==> src/rtl/rram_ctrl_pkg.sv <==
`default_nettype none
// ============================================================================
// Module   : rram_ctrl_pkg
// Purpose  : Shared types and default sizes for the RRAM command sequencer
//            and the rram_core it drives.
// Revision : 1.0 - initial release
// ============================================================================
package rram_ctrl_pkg;

    // Default core geometry, shared with rram_core
    localparam int NUM_ADCS = 32;
    localparam int ADC_BITS = 4;
    localparam int NUM_SEL  = 16;

    // Host command opcodes; the remaining encodings are illegal
    typedef enum logic [1:0] {
        OP_WRITE   = 2'b00,
        OP_COMPUTE = 2'b01
    } op_e;

    // Sequencer states
    typedef enum logic [3:0] {
        ST_IDLE    = 4'd0,
        ST_LOAD_WL = 4'd1,
        ST_GAP1    = 4'd2,
        ST_LOAD_BL = 4'd3,
        ST_GAP2    = 4'd4,
        ST_PROG    = 4'd5,
        ST_SETTLE  = 4'd6,
        ST_SAMPLE  = 4'd7,
        ST_EMIT    = 4'd8
    } state_e;

    // True for the opcodes the sequencer knows how to execute
    function automatic logic op_legal(input logic [1:0] op);
        return (op == OP_WRITE) || (op == OP_COMPUTE);
    endfunction

endpackage
`default_nettype wire

==> src/rtl/rram_delay_timer.sv <==
`default_nettype none
// ============================================================================
// Module   : rram_delay_timer
// Purpose  : Loadable down-counter; done is high while the count is zero.
//            Loading N gives N more cycles before done rises.
// Revision : 1.0 - initial release
// ============================================================================
module rram_delay_timer #(
    parameter int CNT_W = 3
) (
    input  logic             clk,
    input  logic             rst_n,
    input  logic             load,
    input  logic [CNT_W-1:0] load_val,
    output logic             done
);

    logic [CNT_W-1:0] r_count;

    // Load has priority; otherwise count down and park at zero
    always_ff @(posedge clk or negedge rst_n) begin
        if (!rst_n) begin
            r_count <= '0;
        end else if (load) begin
            r_count <= load_val;
        end else if (r_count != '0) begin
            r_count <= r_count - CNT_W'(1);
        end
    end

    assign done = (r_count == '0);

endmodule
`default_nettype wire

==> src/rtl/rram_cmd_sequencer.sv <==
`default_nettype none
// ============================================================================
// Module   : rram_cmd_sequencer
// Purpose  : Command-level controller for rram_core. Runs the WRITE
//            (wordline load, bitline load, program pulse) and COMPUTE
//            (wordline load, ADCSEL sweep, result streaming) sequences.
//            Every output is registered: the next-state logic computes the
//            value each output takes in the following cycle.
// Revision : 1.0 - initial release
// ============================================================================
module rram_cmd_sequencer
    import rram_ctrl_pkg::*;
#(
    parameter int NUM_ADCS   = rram_ctrl_pkg::NUM_ADCS,
    parameter int ADC_BITS   = rram_ctrl_pkg::ADC_BITS,
    parameter int NUM_SEL    = rram_ctrl_pkg::NUM_SEL,
    parameter int ADDR_W     = 10,
    parameter int DATA_W     = 32,
    parameter int PULSE_CYC  = 2,
    parameter int SETTLE_CYC = 4
) (
    input  logic                          CLK,
    input  logic                          RESET_N,
    // Host command port
    input  logic                          cmd_valid,
    output logic                          cmd_ready,
    input  logic [1:0]                    cmd_op,
    input  logic [ADDR_W-1:0]             cmd_addr,
    input  logic [DATA_W-1:0]             cmd_wl_data,
    input  logic [DATA_W-1:0]             cmd_bl_data,
    // Core drive and capture
    output logic                          WR_WL,
    output logic                          WR_BL,
    output logic                          WE,
    output logic                          RE,
    output logic [ADDR_W-1:0]             ADDR,
    output logic [DATA_W-1:0]             DATAIN,
    output logic [$clog2(NUM_SEL)-1:0]    ADCSEL,
    input  logic [NUM_ADCS*ADC_BITS-1:0]  ADCout,
    // Result port
    output logic                          res_valid,
    input  logic                          res_ready,
    output logic [NUM_ADCS*ADC_BITS-1:0]  res_data,
    output logic [$clog2(NUM_SEL)-1:0]    res_sel,
    output logic                          res_last,
    // Status
    output logic                          busy,
    output logic                          err_illegal
);

    localparam int SEL_W   = $clog2(NUM_SEL);
    localparam int RES_W   = NUM_ADCS * ADC_BITS;
    localparam int TMR_MAX = (PULSE_CYC > SETTLE_CYC) ? PULSE_CYC : SETTLE_CYC;
    localparam int TMR_W   = $clog2(TMR_MAX) + 1;

    // Timer is loaded with N-1 so that the state lasts exactly N cycles
    localparam logic [TMR_W-1:0] PULSE_LOAD  = TMR_W'(PULSE_CYC - 1);
    localparam logic [TMR_W-1:0] SETTLE_LOAD = TMR_W'(SETTLE_CYC - 1);
    localparam logic [SEL_W-1:0] LAST_SEL    = SEL_W'(NUM_SEL - 1);

    state_e               r_state;
    op_e                  r_op;
    logic [DATA_W-1:0]    r_bl;

    state_e               w_state_nxt;
    op_e                  w_op_nxt;
    logic [DATA_W-1:0]    w_bl_nxt;
    logic                 w_cmd_ready_nxt;
    logic                 w_wr_wl_nxt;
    logic                 w_wr_bl_nxt;
    logic                 w_we_nxt;
    logic                 w_re_nxt;
    logic [ADDR_W-1:0]    w_addr_nxt;
    logic [DATA_W-1:0]    w_datain_nxt;
    logic [SEL_W-1:0]     w_adcsel_nxt;
    logic                 w_res_valid_nxt;
    logic [RES_W-1:0]     w_res_data_nxt;
    logic [SEL_W-1:0]     w_res_sel_nxt;
    logic                 w_res_last_nxt;
    logic                 w_busy_nxt;
    logic                 w_err_nxt;
    logic                 w_tmr_load;
    logic [TMR_W-1:0]     w_tmr_val;
    logic                 w_tmr_done;

    // Shared timer for the program pulse and the ADC settle wait
    rram_delay_timer #(
        .CNT_W    (TMR_W)
    ) u_timer (
        .clk      (CLK),
        .rst_n    (RESET_N),
        .load     (w_tmr_load),
        .load_val (w_tmr_val),
        .done     (w_tmr_done)
    );

    // Next state and next registered output values
    always_comb begin
        w_state_nxt     = r_state;
        w_op_nxt        = r_op;
        w_bl_nxt        = r_bl;
        w_cmd_ready_nxt = cmd_ready;
        w_wr_wl_nxt     = 1'b0;
        w_wr_bl_nxt     = 1'b0;
        w_we_nxt        = 1'b0;
        w_re_nxt        = RE;
        w_addr_nxt      = ADDR;
        w_datain_nxt    = DATAIN;
        w_adcsel_nxt    = ADCSEL;
        w_res_valid_nxt = res_valid;
        w_res_data_nxt  = res_data;
        w_res_sel_nxt   = res_sel;
        w_res_last_nxt  = res_last;
        w_busy_nxt      = busy;
        w_err_nxt       = 1'b0;
        w_tmr_load      = 1'b0;
        w_tmr_val       = '0;

        case (r_state)
            ST_IDLE: begin
                if (cmd_valid && cmd_ready) begin
                    if (op_legal(cmd_op)) begin
                        // Wordline load is driven straight from the command
                        w_op_nxt        = op_e'(cmd_op);
                        w_bl_nxt        = cmd_bl_data;
                        w_addr_nxt      = cmd_addr;
                        w_datain_nxt    = cmd_wl_data;
                        w_wr_wl_nxt     = 1'b1;
                        w_cmd_ready_nxt = 1'b0;
                        w_busy_nxt      = 1'b1;
                        w_state_nxt     = ST_LOAD_WL;
                    end else begin
                        // Illegal op is consumed with no core activity
                        w_err_nxt = 1'b1;
                    end
                end
            end
            ST_LOAD_WL: begin
                w_state_nxt = ST_GAP1;
            end
            ST_GAP1: begin
                if (r_op == OP_WRITE) begin
                    w_wr_bl_nxt  = 1'b1;
                    w_datain_nxt = r_bl;
                    w_state_nxt  = ST_LOAD_BL;
                end else begin
                    w_re_nxt     = 1'b1;
                    w_adcsel_nxt = '0;
                    w_tmr_load   = 1'b1;
                    w_tmr_val    = SETTLE_LOAD;
                    w_state_nxt  = ST_SETTLE;
                end
            end
            ST_LOAD_BL: begin
                w_state_nxt = ST_GAP2;
            end
            ST_GAP2: begin
                w_we_nxt    = 1'b1;
                w_tmr_load  = 1'b1;
                w_tmr_val   = PULSE_LOAD;
                w_state_nxt = ST_PROG;
            end
            ST_PROG: begin
                if (w_tmr_done) begin
                    w_cmd_ready_nxt = 1'b1;
                    w_busy_nxt      = 1'b0;
                    w_state_nxt     = ST_IDLE;
                end else begin
                    w_we_nxt = 1'b1;
                end
            end
            ST_SETTLE: begin
                if (w_tmr_done) begin
                    w_state_nxt = ST_SAMPLE;
                end
            end
            ST_SAMPLE: begin
                w_res_data_nxt  = ADCout;
                w_res_sel_nxt   = ADCSEL;
                w_res_last_nxt  = (ADCSEL == LAST_SEL);
                w_res_valid_nxt = 1'b1;
                w_state_nxt     = ST_EMIT;
            end
            ST_EMIT: begin
                if (res_ready) begin
                    w_res_valid_nxt = 1'b0;
                    if (res_last) begin
                        w_re_nxt        = 1'b0;
                        w_adcsel_nxt    = '0;
                        w_cmd_ready_nxt = 1'b1;
                        w_busy_nxt      = 1'b0;
                        w_state_nxt     = ST_IDLE;
                    end else begin
                        w_adcsel_nxt = ADCSEL + SEL_W'(1);
                        w_tmr_load   = 1'b1;
                        w_tmr_val    = SETTLE_LOAD;
                        w_state_nxt  = ST_SETTLE;
                    end
                end
            end
            default: begin
                w_state_nxt = ST_IDLE;
            end
        endcase
    end

    // State, latched command fields and all registered outputs
    always_ff @(posedge CLK or negedge RESET_N) begin
        if (!RESET_N) begin
            r_state     <= ST_IDLE;
            r_op        <= OP_WRITE;
            r_bl        <= '0;
            cmd_ready   <= 1'b1;
            WR_WL       <= 1'b0;
            WR_BL       <= 1'b0;
            WE          <= 1'b0;
            RE          <= 1'b0;
            ADDR        <= '0;
            DATAIN      <= '0;
            ADCSEL      <= '0;
            res_valid   <= 1'b0;
            res_data    <= '0;
            res_sel     <= '0;
            res_last    <= 1'b0;
            busy        <= 1'b0;
            err_illegal <= 1'b0;
        end else begin
            r_state     <= w_state_nxt;
            r_op        <= w_op_nxt;
            r_bl        <= w_bl_nxt;
            cmd_ready   <= w_cmd_ready_nxt;
            WR_WL       <= w_wr_wl_nxt;
            WR_BL       <= w_wr_bl_nxt;
            WE          <= w_we_nxt;
            RE          <= w_re_nxt;
            ADDR        <= w_addr_nxt;
            DATAIN      <= w_datain_nxt;
            ADCSEL      <= w_adcsel_nxt;
            res_valid   <= w_res_valid_nxt;
            res_data    <= w_res_data_nxt;
            res_sel     <= w_res_sel_nxt;
            res_last    <= w_res_last_nxt;
            busy        <= w_busy_nxt;
            err_illegal <= w_err_nxt;
        end
    end

endmodule
`default_nettype wire

==> config.mk <==
export PLATFORM = sky130hd
export DESIGN_NAME = rram_cmd_sequencer
export DESIGN_NICKNAME = d
export VERILOG_FILES = /design/src/rtl/rram_ctrl_pkg.sv /design/src/rtl/rram_delay_timer.sv /design/src/rtl/rram_cmd_sequencer.sv
export SDC_FILE = /design/constraint.sdc
export NUM_CORES = 1
export LEC_CHECK = 0
export CAP_MARGIN = 20
export CORE_AREA = 2 2 152 154
export CTS_CLUSTER_DIAMETER = 100
export CTS_CLUSTER_SIZE = 40
export DETAILED_ROUTE_END_ITERATION = 8
export DIE_AREA = 0 0 154 156
export PLACE_DENSITY = 0.86
export SYNTH_ARGS = -nofsm -noshare
export SYNTH_HDL_FRONTEND = slang
export SYNTH_SLANG_ARGS = --single-unit
==> constraint.sdc <==
create_clock -name CLK -period 5.9 [get_ports CLK]
set_input_delay 1.18 -clock CLK [delete_from_list [all_inputs] [get_ports CLK]]
set_output_delay 1.18 -clock CLK [all_outputs]
set_load 0.005 [all_outputs]
Yosys cells after proc, flatten, opt, wreduce, memory -nomap -nowiden
Cells that the tools add are included.
{ "word_totals": {"ff_bits": 228, "in_bits": 208, "out_inout_bits": 187, "elab_cells": 109} }
{ "classes": {"n_addsub": 2, "n_eq_ne": 18, "mux": 52, "n_reduce_logical": 19} }
{ "ops": {"columns": ["op", "n"], "rows": [
  ["32-bit 2-to-1 mux", 3],
  ["32-bit case mux with 2 select lines", 1],
  ["4-bit case mux with 9 select lines", 1],
  ["4-bit 2-to-1 mux", 8],
  ["1-bit 2-to-1 mux", 24],
  ["4-bit by 3-bit == test with 1-bit output (second input constant)", 4],
  ["3-bit 2-to-1 mux", 4],
  ["2-bit inequality test (second input constant)", 6],
  ["1-bit case mux with 3 select lines", 3],
  ["4-bit by 2-bit == test with 1-bit output (second input constant)", 2],
  ["4-bit == test (second input constant)", 2],
  ["4-bit case mux with 2 select lines", 1],
  ["4-bit AND reduction", 2],
  ["2-bit nonzero test", 4],
  ["2-bit 2-to-1 mux", 3],
  ["1-bit case mux with 2 select lines", 3],
  ["2-bit case mux with 3 select lines", 1],
  ["3-bit AND reduction", 2],
  ["6-bit AND reduction", 1],
  ["3-bit nonzero test", 2],
  ["5-bit AND reduction", 1],
  ["4-bit by 1-bit adder with 4-bit output (second input constant)", 1],
  ["4-bit by 1-bit == test with 1-bit output (second input constant)", 1],
  ["2-bit zero test", 2],
  ["other kinds (8)", 9]
]} }

Depth between registers and ports, before layout
Gate-level depths: netlist (run 1).
{ "depth": {"ltp_word": 5, "ltp_mapped": 7, "depth_no_buf": 6} }

Modules after synthesis
From an unflattened synthesis (run 1), not the netlist that was laid out.
{ "hier_totals": {"cells_unflattened": 593, "hier_area_um2": 9414.0} }
{ "modules_own_cells": {"columns": ["module", "instances", "cells_per_inst", "area_each_um2", "seq_area_each_um2"], "rows": [
  ["rram_cmd_sequencer", 1, 572, 9213.8, 5631.7],
  ["rram_delay_timer", 1, 21, 200.2, 75.1]
]} }

Worst setup path after synthesis (run 1)
OpenSTA, ideal clock, no wires.
{ "synth_path": {"path_type": "input to register", "start": "input cmd_valid", "end": "register r_bl[10]", "setup_time_ns": 0.125, "arrival_time_ns": 2.154, "t_required_ns": 5.775, "slack_ns": 3.621, "stages": 5, "n_path_buf": 2, "path_cell_list": "nand2_1 -> nor3_2 -> buf_4 -> buf_4 -> mux2_2"} }
{ "synth_via": {"elab_chain_cells": 2} }
{ "synth_rtl": {"columns": ["item", "line_no", "text"], "rows": [
  ["start: declaration", "rram_cmd_sequencer.sv:25", "input logic cmd_valid,"],
  ["1-bit logical AND", "rram_cmd_sequencer.sv:121", "if (cmd_valid && cmd_ready) begin"],
  ["3-bit AND reduction (no line)", null, null],
  ["end signal: assignment", "rram_cmd_sequencer.sv:230", "r_bl <= w_bl_nxt;"],
  ["end: declaration", "rram_cmd_sequencer.sv:63", "logic [DATA_W-1:0] r_bl;"]
]} }
Every way passes these cells.
A chain may end at the register's enable or synchronous reset.

Worst setup path in the final report (run 1)
{ "layout_path": {"start": "register cmd_ready", "end": "output cmd_ready"} }
{ "layout_rtl": {"columns": ["item", "line_no", "text"], "rows": [
  ["start: declaration", "rram_cmd_sequencer.sv:26", "output logic cmd_ready,"],
  ["start signal: assignment", "rram_cmd_sequencer.sv:231", "cmd_ready <= w_cmd_ready_nxt;"]
]} }
No word-level cell between the ends.

==> out/qor.yml, run 1 <==
routing:
  routed_wl_microns: 25200
  antenna_left: 0
  via_per_inst: 5.04
  vias: 6699
  wl_per_cell_microns: 18.9
  dr.pass1.iters: 4
  drt_first_iter_violations: 381
  drc_errors: 0
worst_setup_path:
  worstPathMaxFanout: 3
  cp_top_family: "flip-flops"
  startpoint_type: "flop"
  max_stage_delay_ns: 0.59
  path_class: "flop to output pin"
  crit_slowest_cell: "dfstp_2"
  cp.arrival_ns: 1.58
  worst-path-buf-inv: 1
  r2r-start: "r_state[0]"
  path_cells: "clkdlybuf4s50_1"
  critical_path_required_ns: 4.72
  cp-end-kind: "output pin"
  crit_start: "cmd_ready"
power_and_ir_drop:
  p_per_area_mw_per_mm2: 477
  power.leakage_uw: 0.00567
  peakVddDrop_uv: 361
clock_tree:
  clockBufferDepth: 3
  cts_resized: 0
  cts_buffers: 10
  post_cts_buffers: 0
  clockRootBuffer: "clkbuf_16"
  clkSlewWorstSetupHoldPaths_ns: 0.14
  cts.sinks: 228
  ctsHoldBuffers: 0
  cts_tree: "built"
  cts_max_level: 1
  clkLatencyLatePin_ns: 0.49
placed_design:
  place.gp.congestion: 0.793
  placed_cells: 1312
  numPortBuffers: 394
  dpl.hpwl_microns: 18600
die:
  die_area_sq_mm: 0.0240
  io_pins: 395
  rows: 55
  die_height_microns: 156
  initial_core_util: 0.404
  dieWidth_microns: 154
  core_sq_mm: 0.0224
sta:
  tns_ns: 0
  fin_worst_skew_ns: 0.0273
  worst_slew_pin_slew_ns: 0.977
  period_share: 0.468
  slew_headroom: 0.349
  fmax_mhz: 362
  fin_crit_ns: 2.76
  grt_setup_unrepaired: "false"
  drv_slew: 0
  hold_violations: 0
  finalSetupViolations: 0
logic_synthesis:
  synth.distinct_cells: 47
  ys.warnings.count: 0
  post_synth.cell_area_avg_sq_um: 13.6
  synthesis.area_sq_mm: 0.00904
  synthTopCellsByCount: "227 x dfrtp_1, 169 x mux2_2, 80 x nand2_1"
  synth.top_cells.by_area: "dfrtp_1 63%, mux2_2 21%, nand2_1 3.3%"
  synth_async_sr_flop_share: 1.00
  synth_edf_count: 0
  postSynthNetCount: 878
  yosysSeqAreaShare: 0.631
  yosysTopAreaCell: "dfrtp_1"
  yosysTopAreaCellShare: 0.628
  ys_ff_latch: 228
  ys.flop_type: "dfrtp_1"
  synth_cells: 667
  yosysMostFrequentCell: "dfrtp_1"
final_layout:
  finalNonFillerCells: 1329
  fin_util: 0.608
  final_layout_size_suffix_gt1_frac: 0.193
  final_nets: 1250
  syn_to_final_growth_pct: 50.4
  n_fill_cell: 1712
global_routing:
  first_global_vias: 7022
  grt-ovfl-total: 0
  grtUsageTotal: 0.202
  grt_pass1_wl_microns: 38500
  grt_max_degree: 131
  antenna_found_initial: 1
status:
  status: "completed"
job:
  maxCapViolations: 0
hold_path:
  hold_class: "flop to flop"
  hold_start: "r_op[0]"
-- cells in the final DEF (no fill, tap or decap), drive strengths merged, types with 2 or more instances in the layout --
cell type / instances
nor2: 42
o31ai: 2
dfrtp: 227
ha: 3
a31oi: 34
o21ai: 10
clkdlybuf4s50: 393
buf: 8
a22o: 2
nor3: 4
or2: 2
nand4: 2
nand2b: 2
a21o: 3
clkinv: 3
nor4b: 2
o32ai: 2
a21oi: 2
clkbuf: 11
nand3: 4
nand2: 80
mux2: 175
nor2b: 3
inv: 8
-- per-layer routing --
layer / part of all wire / vias to the layer above / track usage
met5: 0 / - / 0
met4: 0.023 / 0 / 0.0494
met3: 0.087 / 37 / 0.0586
met2: 0.50 / 326 / 0.346
met1: 0.39 / 3283 / 0.253
li1: - / 3053 / -
-- cell type report --
class,instances,area (sq um),share of cell area
sequential,228,5710,0.420
tap,285,357,0.0262
timing repair buffer,401,4010,0.295
clock inverter,5,88.8,0.00653
inverter,7,26.3,0.00193
antenna,1,2.50,0.000184
multi-input combinational,391,3130,0.230
clock buffer,11,275,0.0202
-- kinds of logic (layout without fill, tap and decap cells) --
group / Yosys count / count (layout) / share of synthesized area
compound gates: 63 / 63 / 0.0477
xor+xnor: 1 / 1 / 0.000969
fa+ha+maj: 3 / 3 / 0.00415
buf+inv: 48 / 424 / 0.0256
flops: 228 / 228 / 0.631
mux: 176 / 176 / 0.219
other cells: 0 / 1 / 0
simple gates: 148 / 148 / 0.0715
-- state kept, by name, indices dropped and copies added (netlist names) --
register         count
res_data           128
DATAIN              32
r_bl                32
ADDR                10
ADCSEL               4
r_state              4
res_sel              4
u_timer.r_count      3
r_op                 2
RE                   1
WE                   1
WR_BL                1
WR_WL                1
busy                 1
cmd_ready            1
err_illegal          1
res_last             1
res_valid            1
-- report_power, final --
group / internal [uW] / switching (uW) / leakage [uW] / total (uW)
clock: 404 / 515 / 0.000175 / 919
combinational: 1830 / 979 / 0.00281 / 2810
sequential: 2300 / 455 / 0.00268 / 2760
total: 4530 / 1950 / 0.00567 / 6480
-- path summary, 6_finish.rpt --
kind                           endpoint  slack (ns)  cells after the start
setup / recovery              cmd_ready        3.14                      1
hold reg to reg                 r_op[0]        0.50                      1
min in group asynchronous  res_data[57]        0.78                      1
setup reg to reg           res_data[30]        3.22                      4
max in group asynchronous  res_data[21]        4.01                      2
hold / removal                  r_op[0]        0.50                      1
-- through the flow --
stage | worst slack, ns | hold WS, ns | total power, uW | cell area, sq um
floorplan | 3.62 | 0.449 | 3850 | 9040
global placement | 2.86 | 0.470 | 5470 | 13200
detailed placement | 2.82 | 0.472 | 5600 | 13200
CTS | 3.11 | 0.510 | 6550 | 13600
global route | 3.05 | 0.525 | 6850 | 13600
finish | 3.14 | 0.502 | 6480 | 13600
Note: power is estimated with default switching activity, not from simulation.
==> inputs of run 2 (changes only) <==
CORE_AREA = not set   (was 2 2 152 154)
CORE_MARGIN = 2   (was not set)
CORE_UTILIZATION = 38   (was not set)
DIE_AREA = not set   (was 0 0 154 156)
PLACE_DENSITY = 0.85   (was 0.86)
clock period = 2.5 ns   (was 5.9 ns; I/O delays follow)
==> out/qor.yml, run 2 (synthesis gave the netlist of run 1 again) <==
status:
  status: "completed"  # unchanged
global_routing:
  grt_use_met3: 0.0664  # was 0.0586
  grt_max_degree: 65  # was 131
  antenna_found_initial: 0  # was 1
  met2_usage: 0.322  # was 0.346
  first_global_vias: 6795  # was 7022
  top_usage_layer: "met2"  # unchanged
  grt_pass1_wl_microns: 36500  # was 38500 microns
  grtUsageTotal: 0.185  # was 0.202
  grt_use_met1: 0.220  # was 0.253
  grt-ovfl-total: 0  # unchanged
sta:
  grt_setup_unrepaired: "false"  # unchanged
  drv_slew: 0  # unchanged
  fmax_mhz: 476
  period_share: 0.841
  fin_worst_skew_ns: 0.0125  # was 0.0273 ns
  hold_violations: 0  # unchanged
  fin_hold_ws_ns: 0.507  # was 0.502 ns
  slew_headroom: 0.605  # was 0.349
  finalSetupViolations: 0  # unchanged
  worst_slew_pin_slew_ns: 0.591  # was 0.977 ns
  tns_ns: 0  # unchanged
  fin_crit_ns: 2.10
clock_tree:
  clkSlewWorstSetupHoldPaths_ns: 0.14  # about the same
  cts_buffers: 10  # unchanged
  clockBufferDepth: 3  # unchanged
  cts.sinks: 228  # unchanged
  cts_max_level: 1  # unchanged
  clkLatencyLatePin_ns: 0.49  # about the same
  clockRootBuffer: "clkbuf_16"  # unchanged
  cts_resized: 0  # unchanged
  post_cts_buffers: 0  # unchanged
  cts_tree: "built"  # unchanged
placed_design:
  numPortBuffers: 394  # unchanged
  placed_cells: 1359  # was 1312
  place.gp.congestion: 0.801  # was 0.793
  dpl.hpwl_microns: 18800  # was 18600 microns
final_layout:
  finalNonFillerCells: 1376  # was 1329
  final_cell_mix: "393 x clkdlybuf4s50_1, 227 x dfrtp_1, 169 x mux2_2"  # unchanged
  layout_commonest_cell: "clkdlybuf4s50_1"  # unchanged
  top_register: "res_data"  # unchanged
  syn_to_final_growth_pct: 52.9  # was 50.4%
  reg_top3: "res_data x128, DATAIN x32, r_bl x32"  # unchanged
  largest_register_ffs: 128  # unchanged
  final_nets: 1264  # was 1250
  final_layout_size_suffix_gt1_frac: 0.202  # was 0.193
  n_fill_cell: 1874  # was 1712
routing:
  wl_per_cell_microns: 18.0  # was 18.9 microns
  drc_errors: 0  # unchanged
  dr.pass1.iters: 4  # unchanged
  via_per_inst: 4.85  # was 5.04
  routed_wl_microns: 24800  # was 25200 microns
  vias: 6671  # was 6699
  drt_first_iter_violations: 353  # was 381
  antenna_left: 0  # unchanged
worst_setup_path:
  critical_path_required_ns: 2.88  # was 4.72 ns
  cp.arrival_ns: 2.48  # was 1.58 ns
  cp-end-kind: "flop"  # was output pin
  startpoint_type: "flop"  # unchanged
  rr_worst_depth: 4  # unchanged
  worstPathMaxFanout: 47  # was 3
  path_class: "flop to flop"  # was flop to output pin
die:
  io_pins: 395  # unchanged
  die_area_sq_mm: 0.0250  # was 0.0240 sq mm
  rows: 56  # was 55
  core_sq_mm: 0.0234  # was 0.0224 sq mm
  die_height_microns: 158  # was 156 microns
  dieWidth_microns: 158  # was 154 microns
  initial_core_util: 0.386  # was 0.404
hold_path:
  hold_class: "flop to flop"  # unchanged
  min_path_cells: 1  # unchanged
power_and_ir_drop:
  p_per_area_mw_per_mm2: 1100  # was 477 mW/mm^2
  power.leakage_uw: 0.00576  # was 0.00567 uW
  finalPower_uw: 15300  # was 6480 uW
  peakVddDrop_uv: 927  # was 361 uV
job:
  maxCapViolations: 0  # unchanged
-- run 2: timing repair --
action                     4_1_cts  5_1_grt
hold endpoints to repair        57        0
hold buffers                     1        0
setup endpoints to repair        0        0
-- run 2: power breakdown --
group | leakage (uW) | switching [uW] | internal, uW | total [uW]
clock | 0.000166 | 1240 | 863 | 2110
combinational | 0.00292 | 2350 | 4410 | 6760
sequential | 0.00268 | 950 | 5430 | 6380
-- run 2: through the flow --
stage	cell area (sq um)	setup slack [ns]	utilization
final	13800	0.397	0.591
after global routing	13800	0.317	0.591
after CTS	13800	0.400	0.591
after detailed placement	13500	0.337	0.576
after global placement	13500	0.363	0.576
after floorplan	9040	0.511	-
-- run 2: routing by layer --
metal / vias to the layer above / wire length, microns / part of all wire
li1: 3082 / - / -
met1: 3281 / 9540 / 0.38
met2: 284 / 12300 / 0.49
met3: 24 / 2490 / 0.10
met4: 0 / 487 / 0.020
met5: - / 0 / 0
-- run 2: critical path, stage by stage (launching register included) --
cell,delay [ns]
dfrtp_1,0.59
or4_4,0.54
nor3_4,0.18
buf_12,0.28
mux2_2,0.38
-- run 2: cell type report --
cell class,count,area (sq um),area share
flip-flops and latches,228,5710,0.413
repair buffers,415,4220,0.305
multi-input cells,391,3130,0.226
well taps,319,399,0.0289
clock buffers,11,275,0.0199
clock inverters,4,63.8,0.00462
inverters,7,26.3,0.00190
diodes,1,2.50,0.000181
-- run 2: final timing paths --
path | startpoint | end | slack (ns)
max in group asynchronous | RESET_N | cmd_ready | 1.20
max reg2reg | r_state[3] | ADDR[3] | 0.40
max | r_state[3] | ADDR[3] | 0.40
min in group asynchronous | RESET_N | res_data[65] | 0.54
min reg2reg | r_bl[28] | r_bl[28] | 0.51
min | r_bl[28] | r_bl[28] | 0.51
